### src/rtl/icache.sv
// Direct-mapped, read-only instruction cache with two-word blocks.
// Hits are served combinationally; misses run a blocking two-beat fill from memory.
module icache #(
    parameter int SETS = 8
) (
    input  logic        CLK,
    input  logic        nRST,
    input  logic        imemREN,
    input  logic [31:0] imemaddr,
    output logic        ihit,
    output logic [31:0] imemload,
    output logic        iREN,
    output logic [31:0] iaddr,
    input  logic        iwait,
    input  logic [31:0] iload,
    output logic [1:0]  dbg_state_o
);

    localparam int IW = $clog2(SETS);
    localparam int TW = 29 - IW;

    typedef enum logic [1:0] {IDLE, FILL0, FILL1} state_t;

    state_t          state_q;
    logic [SETS-1:0] valid_q;
    logic [TW-1:0]   tag_q   [SETS];
    logic [31:0]     word0_q [SETS];
    logic [31:0]     word1_q [SETS];
    logic [28:0]     miss_addr_q;
    logic            iren_q;
    logic [31:0]     iaddr_q;

    logic [IW-1:0]   idx;
    logic [TW-1:0]   tag;
    logic [IW-1:0]   miss_idx;
    logic            hit;
    logic            unused_byte_off;

    assign idx             = imemaddr[2+IW:3];
    assign tag             = imemaddr[31:3+IW];
    assign miss_idx        = miss_addr_q[IW-1:0];
    assign unused_byte_off = ^imemaddr[1:0];

    // Only IDLE can hit, which keeps the cache blocking while a fill is in flight.
    assign hit      = (state_q == IDLE) && valid_q[idx] && (tag_q[idx] == tag);
    assign ihit     = imemREN && hit;
    assign imemload = ihit ? (imemaddr[2] ? word1_q[idx] : word0_q[idx]) : 32'h0;

    assign iREN        = iren_q;
    assign iaddr       = iaddr_q;
    assign dbg_state_o = state_q;

    always_ff @(posedge CLK or negedge nRST) begin
        if (!nRST) begin
            state_q     <= IDLE;
            valid_q     <= '0;
            miss_addr_q <= '0;
            iren_q      <= 1'b0;
            iaddr_q     <= 32'h0;
        end else begin
            case (state_q)
                IDLE: begin
                    if (imemREN && !hit) begin
                        miss_addr_q  <= {tag, idx};
                        valid_q[idx] <= 1'b0;
                        iren_q       <= 1'b1;
                        iaddr_q      <= {tag, idx, 3'b000};
                        state_q      <= FILL0;
                    end
                end
                FILL0: begin
                    if (!iwait) begin
                        iaddr_q <= {miss_addr_q, 3'b100};
                        state_q <= FILL1;
                    end
                end
                FILL1: begin
                    if (!iwait) begin
                        valid_q[miss_idx] <= 1'b1;
                        iren_q            <= 1'b0;
                        iaddr_q           <= 32'h0;
                        state_q           <= IDLE;
                    end
                end
                default: begin
                    iren_q  <= 1'b0;
                    iaddr_q <= 32'h0;
                    state_q <= IDLE;
                end
            endcase
        end
    end

    // Data and tag arrays need no reset: valid_q alone decides whether a set is usable.
    always_ff @(posedge CLK) begin
        if (state_q == FILL0 && !iwait) begin
            word0_q[miss_idx] <= iload;
        end
        if (state_q == FILL1 && !iwait) begin
            word1_q[miss_idx] <= iload;
            tag_q[miss_idx]   <= miss_addr_q[28:IW];
        end
    end

endmodule

### config.mk
export PLATFORM = sky130hd
export DESIGN_NAME = icache
export DESIGN_NICKNAME = d
export VERILOG_FILES = /design/src/rtl/icache.sv
export SDC_FILE = /design/constraint.sdc
export NUM_CORES = 1
export LEC_CHECK = 0
export ABC_AREA = 1
export BUFFER_PORTS_ARGS = -buffer_cell sky130_fd_sc_hd__buf_2
export CAP_MARGIN = 20
export CELL_PAD_IN_SITES_DETAIL_PLACEMENT = 0
export CELL_PAD_IN_SITES_GLOBAL_PLACEMENT = 2
export CORE_ASPECT_RATIO = 0.8
export CORE_UTILIZATION = 40
export DETAILED_ROUTE_END_ITERATION = 8
export HOLD_SLACK_MARGIN = 0.12
export PLACE_DENSITY = 0.8
export SKIP_CTS_REPAIR_TIMING = 1
export SLEW_MARGIN = 20
export SYNTH_ARGS = -nofsm -noshare
export SYNTH_HDL_FRONTEND = slang
export SYNTH_SLANG_ARGS = --single-unit
export TNS_END_PERCENT = 10
### constraint.sdc
create_clock -name CLK -period 5 [get_ports CLK]
set_clock_uncertainty 0.1 [all_clocks]
set_input_delay 0.25 -clock CLK [delete_from_list [all_inputs] [get_ports CLK]]
set_output_delay 0.25 -clock CLK [all_outputs]
set_load 0.02 [all_outputs]
==> results of run 1 <==
[layer usage]
| metal | vias up | wire length (um) | global-route usage |
|---|---|---|---|
| li1 | 8993 | - | - |
| met1 | 9838 | 37100 | 0.295 |
| met2 | 643 | 39500 | 0.340 |
| met3 | 118 | 4910 | 0.0307 |
| met4 | 4 | 1740 | 0.0631 |
| met5 | - | 19 | 0 |
[sequential cells by signal (all words and copies together) (netlist names)]
signal / count
valid_q: 8
word1_q: 256
dbg_state_o: 1
miss_addr_q: 29
tag_q: 208
iREN: 1
iaddr: 30
word0_q: 256
[cell usage after synthesis, types with 2 or more instances]
cell	n	area [um2]
nor2_8	2	40.0
clkbuf_1	57	214
o221ai_1	24	210
nor2_1	207	777
or2_1	15	93.8
buf_6	7	78.8
nor3b_1	2	15.0
a21oi_1	4	20.0
nor3_1	17	85.1
or2_2	21	131
nand3_1	69	345
dfrtp_1	69	1730
o21ai_1	26	130
o21ai_0	105	526
nor4_1	8	50.1
inv_1	171	642
buf_4	10	75.1
o21bai_1	8	60.1
nand4_1	33	206
o22a_1	18	158
edfxtp_1	720	21600
o211ai_1	19	143
o41ai_1	55	482
buf_1	14	52.6
o22ai_1	158	988
o31ai_1	3	22.5
nand2_1	456	1710
inv_4	2	12.5
nand3_2	2	20.0
nand3b_1	2	15.0
inv_2	5	18.8
o21a_1	5	37.5
buf_2	39	195
[worst min path at each step]
stage,startpoint,end,slack [ns],depth (start not counted)
finish,imemaddr[4],miss_addr_q[1],0.13,3
CTS,nRST,iaddr[13],-0.29,1
global placement,iaddr[18],iaddr[18],0.35,2
global route,imemaddr[4],miss_addr_q[1],0.15,3
detailed placement,iaddr[18],iaddr[18],0.35,2
floorplan,nRST,dbg_state_o[0],-0.15,0
[power breakdown]
part           leakage [uW]  switching (uW)  total (uW)  internal, uW
clock network       0.00127            2480        5980          3500
logic               0.00470            1560        2140           579
registers           0.00737             405        8380          7970
[per-stage QoR]
| stage | cells | util | setup slack (ns) | hold slack (ns) | total power [uW] |
|---|---|---|---|---|---|
| floorplan | 2363 | - | 0.793 | -0.146 | 9680 |
| global placement | 3435 | 0.435 | 1.03 | 0.352 | 10600 |
| finish | 3639 | 0.477 | 0.484 | 0.131 | 16500 |
| global route | 3639 | 0.477 | 0.386 | 0.151 | 17100 |
| CTS | 3579 | 0.469 | 1.03 | -0.285 | 16600 |
| detailed placement | 3435 | 0.435 | 1.09 | 0.353 | 10600 |
[worst reg2reg max path, delay by kind of cell (launching register included)]
family | cells | cell delay, ns
buffers and inverters | 3 | 0.71
flip-flops | 1 | 0.41
AND/OR/NAND/NOR | 3 | 1.75
[cell type report]
class,instances,area [um2]
clock buffer,107,2140
clock inverter,37,464
fill,6560,39800
inverter,178,673
multi-input combinational,1269,6490
sequential,789,23300
tap,1012,1270
timing repair buffer,247,1860
[cell families (layout without fill, tap and decap cells)]
group | after synthesis | after routing | share of synthesized area
other | 1 | 2 | 0.000121
flip-flops | 789 | 789 | 0.754
AND/OR/NAND/NOR | 840 | 840 | 0.114
buffers and inverters | 305 | 569 | 0.0416
AO/OA/AOI/OAI | 426 | 426 | 0.0899
XOR/XNOR | 1 | 1 | 0.000283
==> metrics.md, run 1 <==
| Metric | Value |
|---|---|
| # rows | 90 |
| Ys Warns | 0 |
| CTS Buffer Depth | 3 |
| FFs w/ async S/R, synth | 0.0875 |
| Die Y-Extent | 251 um |
| CP endpoint | imemload[28] |
| CTS Root Cell | clkbuf_16 |
| Vias in the first global route | 19,000 |
| Setup crit start | imemaddr[5] |
| Total GRT Usage | 0.210 |
| Worst r2r path cells | 6 |
| Worst slew margin | 0.250 |
| Critical Path Max Stage Delay | 0.59 ns |
| Mapped cell area | 31,000 um2 |
| Vias per cell | 5.38 |
| RSZ-0062 raised after global routing | no |
| Slowest stage cell, crit path | dlygate4sd3_1 |
| Status | finished clean |
| Max H-tree Level | 3 |
| Residual DRC | 0 |
| P_leak | 0.0133 uW |
| Worst path bufs/invs | 5 |
| Slew @ Worst Pin | 1.12 ns |
| Max cap viols | 0 |
| Largest net degree at the start of global routing | 79 |
| Sequential share of the synthesized area | 0.754 |
| Antenna violations before repair | 2 |
| Worst path depth | 15 |
| Routed via count | 19,600 |
| Final Max Tran Viols | 0 |
| # port buffers | 131 |
| Peak supply drop | 0.236 mV |
| Die width | 313 um |
| Die area | 78,600 um2 |
| Iteration count of the initial detailed-routing pass | 5 |
| Placed inst area | 33,000 um2 |
| Drt wl/cell | 22.9 um |
| Share of cells above drive strength 1 | 0.135 |
| Clock transition at path regs | 0.06 ns |
| Reg2reg start | iaddr[2] |
| Cell Pwr Density | 455 nW/um2 |
| Final hold vios | 0 |
| Most common cell after layout, fill and taps aside | edfxtp_1 |
| Global-route wire length before repair | 123,000 um |
| Setup TNS | 0 ns |
| Setup violations, final | 0 |
| IO Count | 136 |
| HPWL Detailed | 45,200 um |
| Post-synth EDFFs | 720 |
| Fin crit period | 4.52 ns |
| Mean area per synthesized cell | 13.1 um2 |
| Final GP Congestion | 0.805 |
| Crit path top cell by count | nor2_1 |
| Post-synth top flop | edfxtp_1 |
| Yosys cell types | 42 |
| Worst skew pair latency | 0.63 ns |
| # diodes | 0 |
| CTS tree | yes |
| Most frequent cells in the layout | edfxtp_1 (720), nand2_1 (449), nor2_1 (191) |
| Detail Route Antenna Nets | 0 |
| CTS sink count | 789 |
| Num CTS Buffers | 80 |
| Fin area | 36,200 um2 |
| Crit path DAT | 4.17 ns |
| DRT iter0 DRCs | 1,612 |
| Crit-path cells | dlygate4sd3_1 > buf_2 > nor2_4 > buf_4 > o211ai_1 > nand2_1 > nor2_1 > nand2_1 > nor3b_1 > nand4_1 > nor2_1 > nand3_2 > buf_4 > nor2_1 > buf_2 |
| CP top delay family | simple AND/OR/NAND/NOR gates |
| Fin nets | 2,633 |
| Mapped Cells | 2,362 |
| CP max FO | 11 |
| #FFs+latches synth | 789 |
| Crit path kind | input port to output port |
| Initial core utilization | 0.408 |
| Layout area overhead | 17.0% |
| R2r endpoint | word1_q[7][3] |
| CP endpoint kind | output port |
| Max Fclk | 221 MHz |
| CP startpoint kind | input port |
| Worst hold path type | input port to flop |
| Final cycle utilization of the critical path | 0.903 |
| Core footprint | 76,000 um2 |
| Detailed Route WL | 83,200 um |
| Total gr overflow | 0 |
| Reg2reg setup slack | 1.72 ns |
| CP required | 4.65 ns |
(Power assumes the default switching activity.)
==> run 2, diff against run 1 <==
PLACE_DENSITY = unset   (was 0.8)
PLACE_DENSITY_LB_ADDON = 0.12   (was unset)
==> metrics.md, run 2 (synthesis results as in run 1) <==
| Metric | Value |
|---|---|
| Total gr overflow | 0 |
| Worst hold path type | input port to flop |
| Final hold vios | 0 |
| Final Max Tran Viols | 0 |
| Peak supply drop | 0.291 mV |
| Met3 Use GR | 0.0271 |
| Max Fclk | 218 MHz |
| Detailed Route WL | 87,900 um |
| CTS sink count | 789 |
| Vias per cell | 5.34 |
| Final GP Congestion | 0.797 |
| Setup violations, final | 0 |
| Met1 GRT Util | 0.320 |
| HPWL Detailed | 48,600 um |
| Fill count | 6,772 |
| Reg2reg start | iaddr[2] |
| Global-route wire length before repair | 128,000 um |
| Crit path kind | input port to output port |
| CTS Root Cell | clkbuf_16 |
| Top flop regs | word0_q x256, word1_q x256, tag_q x208 |
| IO Count | 136 |
| # rows | 90 |
| Fin nets | 2,650 |
| Detail Route Antenna Nets | 0 |
| Max H-tree Level | 3 |
| Vias in the first global route | 19,100 |
| # port buffers | 131 |
| Worst slew margin | 0.258 |
| CP max FO | 26 |
| Most frequent cells in the layout | edfxtp_1 (720), nand2_1 (449), nor2_1 (191) |
| Worst r2r path cells | 7 |
| Core footprint | 76,000 um2 |
| Overall power | 16,300 uW |
| Setup crit start | imemaddr[5] |
| R2r endpoint | word0_q[7][30] |
| P_leak | 0.0133 uW |
| Die width | 313 um |
| Residual DRC | 0 |
| # diodes | 0 |
| Die area | 78,600 um2 |
| CP required | 4.65 ns |
| CP endpoint kind | output port |
| Footprint of the multi-input gates | 6490 um2 |
| Iteration count of the initial detailed-routing pass | 5 |
| CTS Buffer Depth | 3 |
| Grt met2 use | 0.361 |
| Most common cell after layout, fill and taps aside | edfxtp_1 |
| Drt wl/cell | 24.0 um |
| Routed via count | 19,500 |
| DRT iter0 DRCs | 1,579 |
| Share of cells above drive strength 1 | 0.137 |
| RSZ-0062 raised after global routing | no |
| CP startpoint kind | input port |
| Slew @ Worst Pin | 1.11 ns |
| Total GRT Usage | 0.223 |
| CP endpoint | imemload[26] |
| Final cycle utilization of the critical path | 0.917 |
| Clock transition at path regs | 0.06 ns |
| Initial core utilization | 0.408 |
| Worst skew pair latency | 0.64 ns |
| Die Y-Extent | 251 um |
| Setup TNS | 0 ns |
| Top Usage Layer GRT | met2 |
| Cell Pwr Density | 449 nW/um2 |
| Hold Startpoint | iwait |
| Status | finished clean |
| Max cap viols | 0 |
| CTS tree | yes |
| Layout area overhead | 16.9% |
| Largest net degree at the start of global routing | 98 |
| Antenna violations before repair | 1 |
| Reg area | 23,300 um2 |
| Num CTS Buffers | 83 |
| Reg2reg setup slack | 1.95 ns |
| Fin crit period | 4.58 ns |
| Crit path DAT | 4.23 ns |
[run 2: worst min-delay path by stage]
stage | cells after the start | slack [ns] | endpoint
after floorplan | 0 | -0.15 | dbg_state_o[0]
after global placement | 1 | 0.006 | iaddr[13]
after detailed placement | 1 | 0.009 | iaddr[19]
after CTS | 1 | -0.68 | iaddr[13]
after global routing | 5 | 0.12 | iaddr[2]
final | 4 | 0.12 | iaddr[2]
[run 2: per-layer routing]
layer,routed length (um),up-vias,part of all wire
li1,-,9028,-
met1,40800,9902,0.46
met5,10,-,0.00011
met3,3750,122,0.043
met4,1780,2,0.020
met2,41600,462,0.47
[run 2: critical path, stage by stage]
cell           delay, ns
dlygate4sd3_1       0.57
buf_2               0.30
inv_4               0.11
nor2_8              0.56
nand3_1             0.13
nand2_1             0.18
nor3_1              0.09
nor4_1              0.50
nand4_1             0.22
nor2_1              0.16
nand3_2             0.40
buf_4               0.37
nor2_1              0.14
buf_2               0.19
[run 2: layout make-up]
type	count	share of cell area
tap	1012	0.0350
multi-input combinational	1269	0.179
clock inverter	34	0.00667
timing repair buffer	261	0.0547
clock buffer	113	0.0610
sequential	789	0.645
inverter	178	0.0186
[run 2: power by group]
part	leakage [uW]	internal (uW)	total, uW	switching (uW)
Sequential	0.00737	7970	8390	416
Combinational	0.00476	600	2200	1600
Clock	0.00119	3120	5670	2560
[run 2: stage by stage]
| stage | area [um2] | util | cells | worst slack, ns | hold WS (ns) |
|---|---|---|---|---|---|
| finish | 36200 | 0.476 | 3656 | 0.417 | 0.120 |
| global route | 36200 | 0.476 | 3656 | 0.308 | 0.123 |
| CTS | 35600 | 0.468 | 3594 | 1.04 | -0.675 |
| detailed placement | 33100 | 0.436 | 3447 | 1.08 | 0.00879 |
| global placement | 33100 | 0.436 | 3447 | 1.16 | 0.00613 |
| floorplan | 31000 | - | 2363 | 0.793 | -0.146 |
==> run 3, diff against run 2 <==
CORE_UTILIZATION = 43   (was 40)
GPL_ROUTABILITY_DRIVEN = 0   (was unset)
==> metrics.md, run 3 (synthesis results as in run 1) <==
| Metric | Value |
|---|---|
| HPWL Detailed | 46,600 um |
| P_leak | 0.0134 uW |
| CP max FO | 33 |
| Post-Place Setup Slack | 1.15 ns |
| Global-route wire length before repair | 124,000 um |
| Antenna violations before repair | 1 |
| Net Sw Frac | 0.273 |
| CTS sink count | 789 |
| Most frequent cells in the layout | edfxtp_1 (720), nand2_1 (450), nor2_1 (191) |
| CTS Buffer Depth | 3 |
| Crit path top cell by count | nor2_1 |
| Final worst slack | 0.763 ns |
| Drt wl/cell | 23.7 um |
| Slew @ Worst Pin | 1.01 ns |
| Crit-path cells | dlygate4sd3_1 > buf_2 > nor2_4 > buf_4 > nand3_1 > nand2_1 > nor2_1 > nand2_1 > nand3_1 > nor3b_1 > nand4_1 > nor2_1 > nand3_2 > buf_4 > nor2_1 > buf_2 |
| Max H-tree Level | 3 |
| Worst path depth | 16 |
| Overall power | 16,500 uW |
| Internal power | 12,000 uW |
| Fin nets | 2,643 |
| Status | finished with violations |
| Fin cells | 3,575 |
| IO Count | 136 |
| Routed via count | 19,400 |
| Max Fclk | 236 MHz |
| CP required | 4.65 ns |
| Num CTS Buffers | 80 |
| CP startpoint kind | input port |
| Share of cells above drive strength 1 | 0.137 |
| Die Y-Extent | 242 um |
| Total gr overflow | 0 |
| CTS Root Cell | clkbuf_16 |
| WHS | 0.104 ns |
| Detail Route Antenna Nets | 0 |
| Top flop regs | word0_q x256, word1_q x256, tag_q x208 |
| Worst path bufs/invs | 5 |
| Psw | 4500 uW |
| Most common cell after layout, fill and taps aside | edfxtp_1 |
| Layout area overhead | 16.8% |
| Die area | 73,100 um2 |
| Setup TNS | 0 ns |
| Critical Path Max Stage Delay | 0.67 ns |
| CP top delay family | simple AND/OR/NAND/NOR gates |
| Worst skew pair latency | 0.63 ns |
| WHS Path Cells | 3 |
| Slowest stage cell, crit path | nor2_4 |
| Detailed Route WL | 84,600 um |
| Largest net degree at the start of global routing | 66 |
| Crit path DAT | 3.89 ns |
| Iteration count of the initial detailed-routing pass | 7 |
| # rows | 87 |
| Clock transition at path regs | 0.06 ns |
| Core footprint | 70,900 um2 |
| Vias in the first global route | 18,900 |
| DRT iter0 DRCs | 1,720 |
| Setup violations, final | 0 |
| Total GRT Usage | 0.231 |
| Die width | 302 um |
| Final hold vios | 0 |
| Residual DRC | 3 |
| RSZ-0062 raised after global routing | no |
| Fin crit period | 4.24 ns |
| CP endpoint kind | output port |
| CTS tree | yes |
| Peak supply drop | 0.238 mV |
| Cell Pwr Density | 456 nW/um2 |
| Initial core utilization | 0.437 |
| Combinational Power Share | 0.132 |
| Max cap viols | 0 |
| Clock share of power | 0.360 |
| # port buffers | 131 |
| Violated checks | DRC |
| Crit path kind | input port to output port |
| Worst hold path type | input port to flop |
| Vias per cell | 5.42 |
| Worst r2r path cells | 6 |
| Placed cells | 3,365 |
| Seq pwr share | 0.508 |
| Final cycle utilization of the critical path | 0.847 |
| Worst slew margin | 0.325 |
| Final Max Tran Viols | 0 |
==> run 3: worst reg2reg max path: stages (launching register included) <==
cell,delay [ns]
dfrtp_1,0.43
inv_1,0.09
nand2_1,0.14
inv_2,0.58
nand2_1,0.73
nor2_4,0.68
buf_4,0.52
==> run 3: final timing paths <==
check / from / endpoint / slack, ns
setup / recovery: imemaddr[5] / imemload[26] / 0.76
hold / removal: imemaddr[4] / miss_addr_q[1] / 0.10
setup reg to reg: iaddr[2] / word0_q[7][6] / 1.34
hold reg to reg: iaddr[26] / iaddr[26] / 0.37
max in group asynchronous: nRST / miss_addr_q[13] / 3.85
min in group asynchronous: nRST / iaddr[15] / 0.30
==> run 3: stage by stage <==
step | utilization | instance area (um2)
final | 0.511 | 36200
after global routing | 0.511 | 36200
after CTS | 0.502 | 35600
after detailed placement | 0.465 | 33000
after global placement | 0.465 | 33000
after floorplan | - | 31000
==> run 3: power by group through the flow <==
stage / logic (uW) / clock network, uW / registers [uW]
finish: 2170 / 5950 / 8390
global route: 2400 / 6330 / 8470
CTS: 2160 / 6080 / 8400
detailed placement: 2150 / 0 / 8530
global placement: 2130 / 0 / 8490
floorplan: 1130 / 0 / 8540
==> run 3: per-layer routing <==
metal  GRT usage  wire length, um  vias up
li1            -                -     9038
met1       0.340            38800     9650
met2       0.360            39300      583
met3      0.0369             5030       98
met4      0.0530             1460        0
met5           0                0        -
==> run 3: area by class of cell <==
class	instances	area (um2)
Clock buffer	100	2130
Antenna cell	1	2.50
Timing Repair Buffer	257	1900
Tap cell	934	1170
Multi-Input combinational cell	1269	6480
Sequential cell	789	23300
Fill cell	6072	34700
Clock inverter	47	482
Inverter	178	673
